`src/rtl/reg_writeback.sv`:
```
// reg_writeback: commit stage for the register files.
//   Each unstalled cycle offers one commit slot. An ALU/FPU result wins
//   the slot; otherwise the oldest entry of a small load-result FIFO
//   commits. The chosen result is registered into an output stage that
//   drives the register-file write port one cycle later. The stage also
//   keeps integer and FP scoreboards of destinations with writes in flight.
// Ports:
//   CLK, RST_N                    clock, async active-low reset
//   Stall                         freeze commits and the output stage
//   issue_valid/_rd/_fp           mark a destination busy
//   alu_valid/_rd/_fp/_data       ALU result in, alu_ready out (accepted)
//   mem_valid/_rd/_fp/_data       load result in, mem_ready out (FIFO not full)
//   WE_reg, WE_freg               integer / FP write enables
//   rd_addr_ex, reg_write_data    write address / data
//   busy_int, busy_fp             pending-write masks
//   fifo_count                    load FIFO occupancy
module reg_writeback #(
  parameter int DEPTH = 4
) (
  input  logic        CLK,
  input  logic        RST_N,
  input  logic        Stall,
  input  logic        issue_valid,
  input  logic [4:0]  issue_rd,
  input  logic        issue_fp,
  input  logic        alu_valid,
  input  logic [4:0]  alu_rd,
  input  logic        alu_fp,
  input  logic [31:0] alu_data,
  output logic        alu_ready,
  input  logic        mem_valid,
  input  logic [4:0]  mem_rd,
  input  logic        mem_fp,
  input  logic [31:0] mem_data,
  output logic        mem_ready,
  output logic        WE_reg,
  output logic        WE_freg,
  output logic [4:0]  rd_addr_ex,
  output logic [31:0] reg_write_data,
  output logic [31:0] busy_int,
  output logic [31:0] busy_fp,
  output logic [2:0]  fifo_count
);

  localparam int PW = $clog2(DEPTH);

  // FIFO entry layout: {fp, rd[4:0], data[31:0]}
  logic [37:0]   fifo_mem [DEPTH];
  logic [PW-1:0] wr_ptr_q, rd_ptr_q;
  logic [2:0]    count_q, count_d;

  logic          push, pop, commit;
  logic          c_fp;
  logic [4:0]    c_rd;
  logic [31:0]   c_data;

  logic          we_reg_q, we_freg_q;
  logic [4:0]    rd_q;
  logic [31:0]   data_q;
  logic [31:0]   busy_int_q, busy_int_d;
  logic [31:0]   busy_fp_q, busy_fp_d;

  // ---------------------------------------------------------------
  // Commit arbitration: ALU first, FIFO head only when the ALU is idle.
  // ---------------------------------------------------------------
  assign mem_ready = (count_q != 3'(DEPTH));
  assign push      = mem_valid & mem_ready;
  assign alu_ready = alu_valid & ~Stall;
  assign pop       = ~Stall & ~alu_valid & (count_q != 3'd0);
  assign commit    = alu_ready | pop;

  always_comb begin
    // NOTE: every always_comb output gets a default first so no path leaves it unassigned and infers a latch.
    c_fp   = fifo_mem[rd_ptr_q][37];
    c_rd   = fifo_mem[rd_ptr_q][36:32];
    c_data = fifo_mem[rd_ptr_q][31:0];
    if (alu_valid) begin
      c_fp   = alu_fp;
      c_rd   = alu_rd;
      c_data = alu_data;
    end
  end

  always_comb begin
    count_d = count_q;
    case ({push, pop})
      2'b10:   count_d = count_q + 3'd1;
      2'b01:   count_d = count_q - 3'd1;
      default: count_d = count_q;
    endcase
  end

  // ---------------------------------------------------------------
  // Scoreboards: clear on commit, then set on issue so a same-cycle
  // set overrides the clear. x0 is never busy.
  // ---------------------------------------------------------------
  always_comb begin
    busy_int_d = busy_int_q;
    busy_fp_d  = busy_fp_q;
    if (commit) begin
      if (c_fp) busy_fp_d[c_rd]  = 1'b0;
      else      busy_int_d[c_rd] = 1'b0;
    end
    if (issue_valid) begin
      if (issue_fp) busy_fp_d[issue_rd]  = 1'b1;
      else          busy_int_d[issue_rd] = 1'b1;
    end
    busy_int_d[0] = 1'b0;
  end

  // NOTE: the FIFO storage has no reset; the pointers and count define which entries are live, so stale data is never read.
  always_ff @(posedge CLK) begin
    if (push) fifo_mem[wr_ptr_q] <= {mem_fp, mem_rd, mem_data};
  end

  // NOTE: all state is updated with non-blocking assignments so every register samples pre-edge values.
  always_ff @(posedge CLK or negedge RST_N) begin
    if (!RST_N) begin
      wr_ptr_q   <= '0;
      rd_ptr_q   <= '0;
      count_q    <= '0;
      busy_int_q <= '0;
      busy_fp_q  <= '0;
      we_reg_q   <= 1'b0;
      we_freg_q  <= 1'b0;
      rd_q       <= '0;
      data_q     <= '0;
    end else begin
      // Pointers wrap naturally since DEPTH is a power of two.
      if (push) wr_ptr_q <= wr_ptr_q + 1'b1;
      if (pop)  rd_ptr_q <= rd_ptr_q + 1'b1;
      count_q    <= count_d;
      busy_int_q <= busy_int_d;
      busy_fp_q  <= busy_fp_d;
      // A stall freezes the whole output stage, including a pending
      // enable, so that write lands once the stall releases.
      if (!Stall) begin
        we_reg_q  <= commit & ~c_fp & (c_rd != 5'd0);
        we_freg_q <= commit & c_fp;
        if (commit) begin
          rd_q   <= c_rd;
          data_q <= c_data;
        end
      end
    end
  end

  assign WE_reg         = we_reg_q;
  assign WE_freg        = we_freg_q;
  assign rd_addr_ex     = rd_q;
  assign reg_write_data = data_q;
  assign busy_int       = busy_int_q;
  assign busy_fp        = busy_fp_q;
  assign fifo_count     = count_q;

endmodule

```
`config.mk`:
```
export PLATFORM = sky130hd
export DESIGN_NAME = reg_writeback
export DESIGN_NICKNAME = d
export VERILOG_FILES = /design/src/rtl/reg_writeback.sv
export SDC_FILE = /design/constraint.sdc
export NUM_CORES = 1
export LEC_CHECK = 0
export ABC_AREA = 0
export BUFFER_PORTS_ARGS = -buffer_cell sky130_fd_sc_hd__buf_2
export CAP_MARGIN = 30
export CORE_UTILIZATION = 43
export CTS_CLUSTER_DIAMETER = 200
export DETAILED_ROUTE_END_ITERATION = 6
export HOLD_SLACK_MARGIN = 0.02
export PLACE_DENSITY = 0.62
export SLEW_MARGIN = 40
export SYNTH_ARGS = -nofsm -noshare
export SYNTH_HDL_FRONTEND = slang
export SYNTH_SLANG_ARGS = --single-unit
```
`constraint.sdc`:
```
create_clock -name CLK -period 5.2 [get_ports CLK]
set_input_delay 0.78 -clock CLK [delete_from_list [all_inputs] [get_ports CLK]]
set_output_delay 0.78 -clock CLK [all_outputs]
set_load 0.005 [all_outputs]
```
**Word level (Yosys, flattened, before mapping)**

Memories as Yosys holds them, arrays and structs flattened.
Index checks and enable logic that the tools add are counted.

- Add/sub/neg operators: 4
- $lt $le $gt $ge: 4
- Equal/unequal tests: 3
- Multiplexer cells: 18
- Bitwise operators: 16
- Reductions and logical operators: 6

Operators by type and width:

| kind | number |
|---|---|
| 32-bit two-way mux | 9 |
| 32-bit AND | 2 |
| 32-bit bitwise OR | 2 |
| 32-bit inverter | 1 |
| 5-bit by 6-bit < comparator with 1-bit output (second input constant) | 2 |
| 1-bit demux with 5-bit select | 2 |
| 5-bit by 1-bit greater-or-equal comparator with 1-bit output (second input constant) | 2 |
| 1-bit AND | 7 |
| 3-bit case mux with 2 select lines | 1 |
| 1-bit two-way mux | 5 |
| 5-bit two-way mux | 1 |
| 5-bit nonzero test | 1 |
| 2-bit by 1-bit adder with 2-bit output (second input constant) | 2 |
| 3-bit by 1-bit adder with 3-bit output (second input constant) | 1 |
| 3-bit inequality test (second input constant) | 1 |
| 1-bit inverter | 3 |
| 3-bit nonzero test | 1 |
| 3-bit by 1-bit subtractor with 3-bit output (second input constant) | 1 |
| 2-bit by 1-bit equality test with 1-bit output (second input constant) | 1 |
| 2-bit equality test (second input constant) | 1 |
| 1-bit logical AND | 2 |
| 2-bit AND reduction | 1 |
| 2-bit nonzero test | 1 |
| 1-bit bitwise OR | 1 |

- Bits in registers: 109
- Memory bits (writable): 152
- Output and inout bits: 108
- Logic and storage cells: 61
- Memories kept: 1

Memories:

| memory | words | bits a word | rd ports | clocked after memory_dff | wr ports | line | source |
|---|---|---|---|---|---|---|---|
| fifo_mem | 4 | 38 | 1 | 0 | 1 | 48 | `logic [37:0] fifo_mem [DEPTH];` |

**Logic depth before layout (Yosys ltp)**

An unclocked memory read counts as a cell.

- Word-level depth: 13
- Mapped depth: 10

**Worst setup path before layout**

No wires, ideal clock.

- Kind: input to output
- Start point: input port alu_valid
- End point: output port alu_ready
- Arrival: 1.522 ns
- Setup slack: 2.898 ns
- Stages on the path: 4
- Path buffers: 2
- Path through: inv_1 buf_6 clkbuf_1 nor2_1

- Word-level cells in the longest chain between the ends: 1

RTL lines:

| element | line | source |
|---|---|---|
| from (decl) | 26 | `input logic alu_valid,` |
| 1-bit AND | 68 | `assign alu_ready = alu_valid & ~Stall;` |
| to (decl) | 30 | `output logic alu_ready,` |

No other way between the ends.

**Worst setup path in the final report**

- Start point: register rd_ptr_q[1]
- End point: register busy_int_q[12] (netlist: busy_int[12])

- Word-level cells in the longest chain between the ends: 13
- Elaborated cells between the ends (all ways): 15
- Those cells by class: order compare: 2; mux: 8; bitwise: 3; reduce/logical: 1; memory: 1

RTL lines:

| element | line | source |
|---|---|---|
| from (decl) | 49 | `logic [PW-1:0] wr_ptr_q, rd_ptr_q;` |
| from (signal assigned) | 131 | `if (pop) rd_ptr_q <= rd_ptr_q + 1'b1;` |
| memory read 4 x 38 bit * | n/a |  |
| 5-bit two-way mux | 77 | `if (alu_valid) begin` |
| 5-bit by 6-bit < comparator with 1-bit output (not written as such) / 5-bit by 1-bit greater-or-equal comparator with 1-bit output (equally long branches) | 102 | `else busy_int_d[c_rd] = 1'b0;` |
| 1-bit logical AND (not written as such) | 102 |  |
| 1-bit two-way mux (not written as such) | 102 |  |
| 1-bit demux with 5-bit select | 102 |  |
| 32-bit inverter (no source line) | n/a |  |
| 32-bit AND (no source line) | n/a |  |
| 32-bit two-way mux * | 101 | `if (c_fp) busy_fp_d[c_rd] = 1'b0;` |
| 32-bit two-way mux * | 100 | `if (commit) begin` |
| 32-bit bitwise OR (no source line) | n/a |  |
| 32-bit two-way mux | 105 | `if (issue_fp) busy_fp_d[issue_rd] = 1'b1;` |
| 32-bit two-way mux * | 104 | `if (issue_valid) begin` |
| via busy_int_d[12] | 60 | `logic [31:0] busy_int_q, busy_int_d;` |
| to (signal assigned) | 133 | `busy_int_q <= busy_int_d;` |
| to (decl) | 60 |  |

The timed path passes the listed nets; every way through them passes the cells marked *.
A chain may end at the register's enable or synchronous reset.

==> results.yml <==
run_status:
  status: "completed"
synthesis:
  yosys_warnings: 0
  yosysUniqueCellTypes: 44
  synth_fp_nets: 908
  yosysSeqAreaShare: 0.6680
  synth_edf_count: 152
  syn_area_um2: 10920
  ys_ff_latch: 261
  async_flop_share: 0.4176
  synth-main-ff-cell: "edfxtp_1"
  synthCells: 814
  syn_avg_cell_area_um2: 13.41
placed_design:
  gp_congestion: 0.8430
  pre_cts_slack_ns: 2.305
  placed_cell_area_um2: 12170
  dp_hpwl_um: 17590
  dp.cells: 1297
  portBuffers: 194
global_route:
  grt_usage: 0.2078
  grt_max_degree: 69
  grt_overflow: 0
  grt_pass1_wl_um: 41440
  antenna_found_initial: 5
  first_global_vias: 7178
power:
  powerDensity_nw_per_um2: 536.7
  max-vdd-ir-drop_uv: 314.8
  power.total_mw: 6.998
  leakage_nw: 5.290
detailed_routing:
  dr.first_iter.drc_count: 590
  ant_nets: 0
  wl_per_cell_um: 19.62
  drt_wl_total_um: 26510
  drc: 0
  routed_via_density: 5.358
  dr.pass1.iters: 4
  vias: 7238
sta:
  rsz0062_at_grt: "no"
  postLayoutSetupSlackWorst_ns: 2.469
  final_hold_viol_count: 0
  slew_violations: 0
  max_freq_mhz: 366.1
  setup_viol: 0
  fin_crit_ns: 2.731
  relSlewSlack: 0.4628
  finalSetupTns_ns: 0
  skew_ns: 0.01490
  whs_ns: 0.2556
  min_period_over_period: 0.5252
  worst_pin_slew_ns: 0.8058
setup_path:
  r2r_start: "rd_ptr_q[1]$_DFFE_PN0P_"
  slowest_stage: "nor2_2"
  cp-start-kind: "flip-flop"
  max_stage_delay_ns: 0.60
  reg2reg_to: "busy_int[12]$_DFF_PN0_"
  r2r_cells: 6
  required_ns: 5.58
  path_delay_family: "simple AND/OR/NAND/NOR gates"
  crit_arrival_ns: 3.11
  crit_path_cell_trace: "buf_4 > nor2_1 > a22o_1 > or2_1 > nor2_2 > a31oi_1"
  rrSetupSlack_ns: 2.47
  crit_path_max_fanout: 35
  endpoint_kind: "flip-flop"
  critPathBufInv: 1
  worstSetupPathType: "reg -> reg"
clock_tree:
  cts_tree: "built"
  path_clk_slew_ns: 0.06
  h-tree-depth: 1
  cts_resized: 0
  hold_buffers: 0
  clock_latency_ns: 0.54
  cts_buffers: 27
  cts.sinks: 261
  cts_setup_buffers: 0
  cts_buffer_depth: 3
  cts_root_buf: "clkbuf_16"
job:
  max_cap_violations: 0
layout:
  final_cells: 1351
  drive_above_1_share: 0.3069
  nets: 1096
  regMostFlops: "fifo_mem"
  fin_area_um2: 13040
  fillerInstances: 2145
  largest_reg_flops: 152
  area_growth_pct: 19.44
  post-route-util: 0.5299
die:
  die-area_um2: 26030
  core_area_um2: 24600
  num_rows: 57
  die_h_um: 161.3
  die_w_um: 161.3
  start_util: 0.4437
  boundaryPins: 196
min_path:
  min_path_type: "in -> async"
-- power by group --
| part | internal [mW] | total, mW | switching (mW) |
|---|---|---|---|
| Clock | 1.06 | 1.87 | 0.810 |
| Sequential | 2.79 | 3.08 | 0.293 |
| Combinational | 0.891 | 2.04 | 1.15 |
| Total | 4.74 | 7.00 | 2.26 |
-- layout make-up --
| type | instances | area (um2) | area share |
|---|---|---|---|
| sequential | 261 | 7293 | 0.5593 |
| multi-input combinational | 503 | 3388 | 0.2599 |
| timing repair buffer | 202 | 1057 | 0.08109 |
| clock buffer | 30 | 686.9 | 0.05268 |
| tap | 324 | 405.4 | 0.03109 |
| clock inverter | 20 | 171.4 | 0.01315 |
| inverter | 7 | 26.28 | 0.002015 |
| antenna | 4 | 10.01 | 0.0007677 |
-- cell usage after synthesis, types with 4 or more instances --
| cell type | n | area, um2 |
|---|---|---|
| a21oi_1 | 21 | 105.1 |
| a31oi_1 | 45 | 281.5 |
| and3_1 | 7 | 43.79 |
| buf_2 | 10 | 50.05 |
| buf_4 | 4 | 30.03 |
| buf_6 | 6 | 67.56 |
| clkbuf_1 | 21 | 78.83 |
| dfrtp_1 | 109 | 2728 |
| edfxtp_1 | 152 | 4564 |
| ha_1 | 5 | 62.56 |
| inv_1 | 7 | 26.28 |
| mux2i_1 | 44 | 440.4 |
| mux4_2 | 32 | 720.7 |
| nand2_1 | 52 | 195.2 |
| nand3_1 | 8 | 40.04 |
| nor2_1 | 179 | 671.9 |
| nor3_1 | 5 | 25.02 |
| nor3_2 | 8 | 80.08 |
| nor4_1 | 9 | 56.30 |
| nor4_2 | 9 | 112.6 |
| o21ai_0 | 40 | 200.2 |
-- how the worst max path moves through the flow --
| stage | from | end | cells past startpoint |
|---|---|---|---|
| floorplan | alu_valid | alu_ready | 4 |
| global placement | alu_valid | WE_reg$_DFFE_PN0N_ | 6 |
| detailed placement | alu_valid | busy_fp[0]$_DFF_PN0_ | 6 |
| CTS | rd_ptr_q[1]$_DFFE_PN0P_ | busy_int[12]$_DFF_PN0_ | 6 |
| global route | rd_ptr_q[1]$_DFFE_PN0P_ | busy_int[12]$_DFF_PN0_ | 6 |
| finish | rd_ptr_q[1]$_DFFE_PN0P_ | busy_int[12]$_DFF_PN0_ | 6 |
-- logic make-up (layout without fill, tap and decap cells) --
family	after synthesis	count (layout)	synth area share
xor gates and xnor gates	6	6	0.004815
AOI/OAI and AO/OA	114	114	0.06006
other	1	5	0.0003435
muxes	76	76	0.1064
and+or+nand+nor	300	300	0.1291
buffers and inverters	50	259	0.02384
adders and majority gates	6	6	0.007565
DFF	261	261	0.6680
-- worst reg2reg max path: stages (launching register included) --
cell,delay [ns]
dfrtp_1,0.32
buf_4,0.45
nor2_1,0.24
a22o_1,0.29
or2_1,0.52
nor2_2,0.61
a31oi_1,0.17
-- layout by cell type, fill, tap and decap left out, types with 10 or more instances in the layout --
cell	count
mux2i_1	44
a21oi_1	21
buf_2	193
edfxtp_1	152
nand2_1	52
clkbuf_16	27
a31oi_1	45
clkinv_2	10
o21ai_0	40
nor2_1	178
mux4_2	32
dfrtp_1	108
-- metal layers --
metal | part of all wire | global-route usage | up-vias
li1 | - | - | 3375
met1 | 0.43 | 0.2900 | 3556
met2 | 0.48 | 0.3364 | 276
met3 | 0.077 | 0.04468 | 29
met4 | 0.012 | 0.04288 | 2
met5 | 0.00049 | 0 | -
Note: power is estimated with default switching activity, not from simulation.
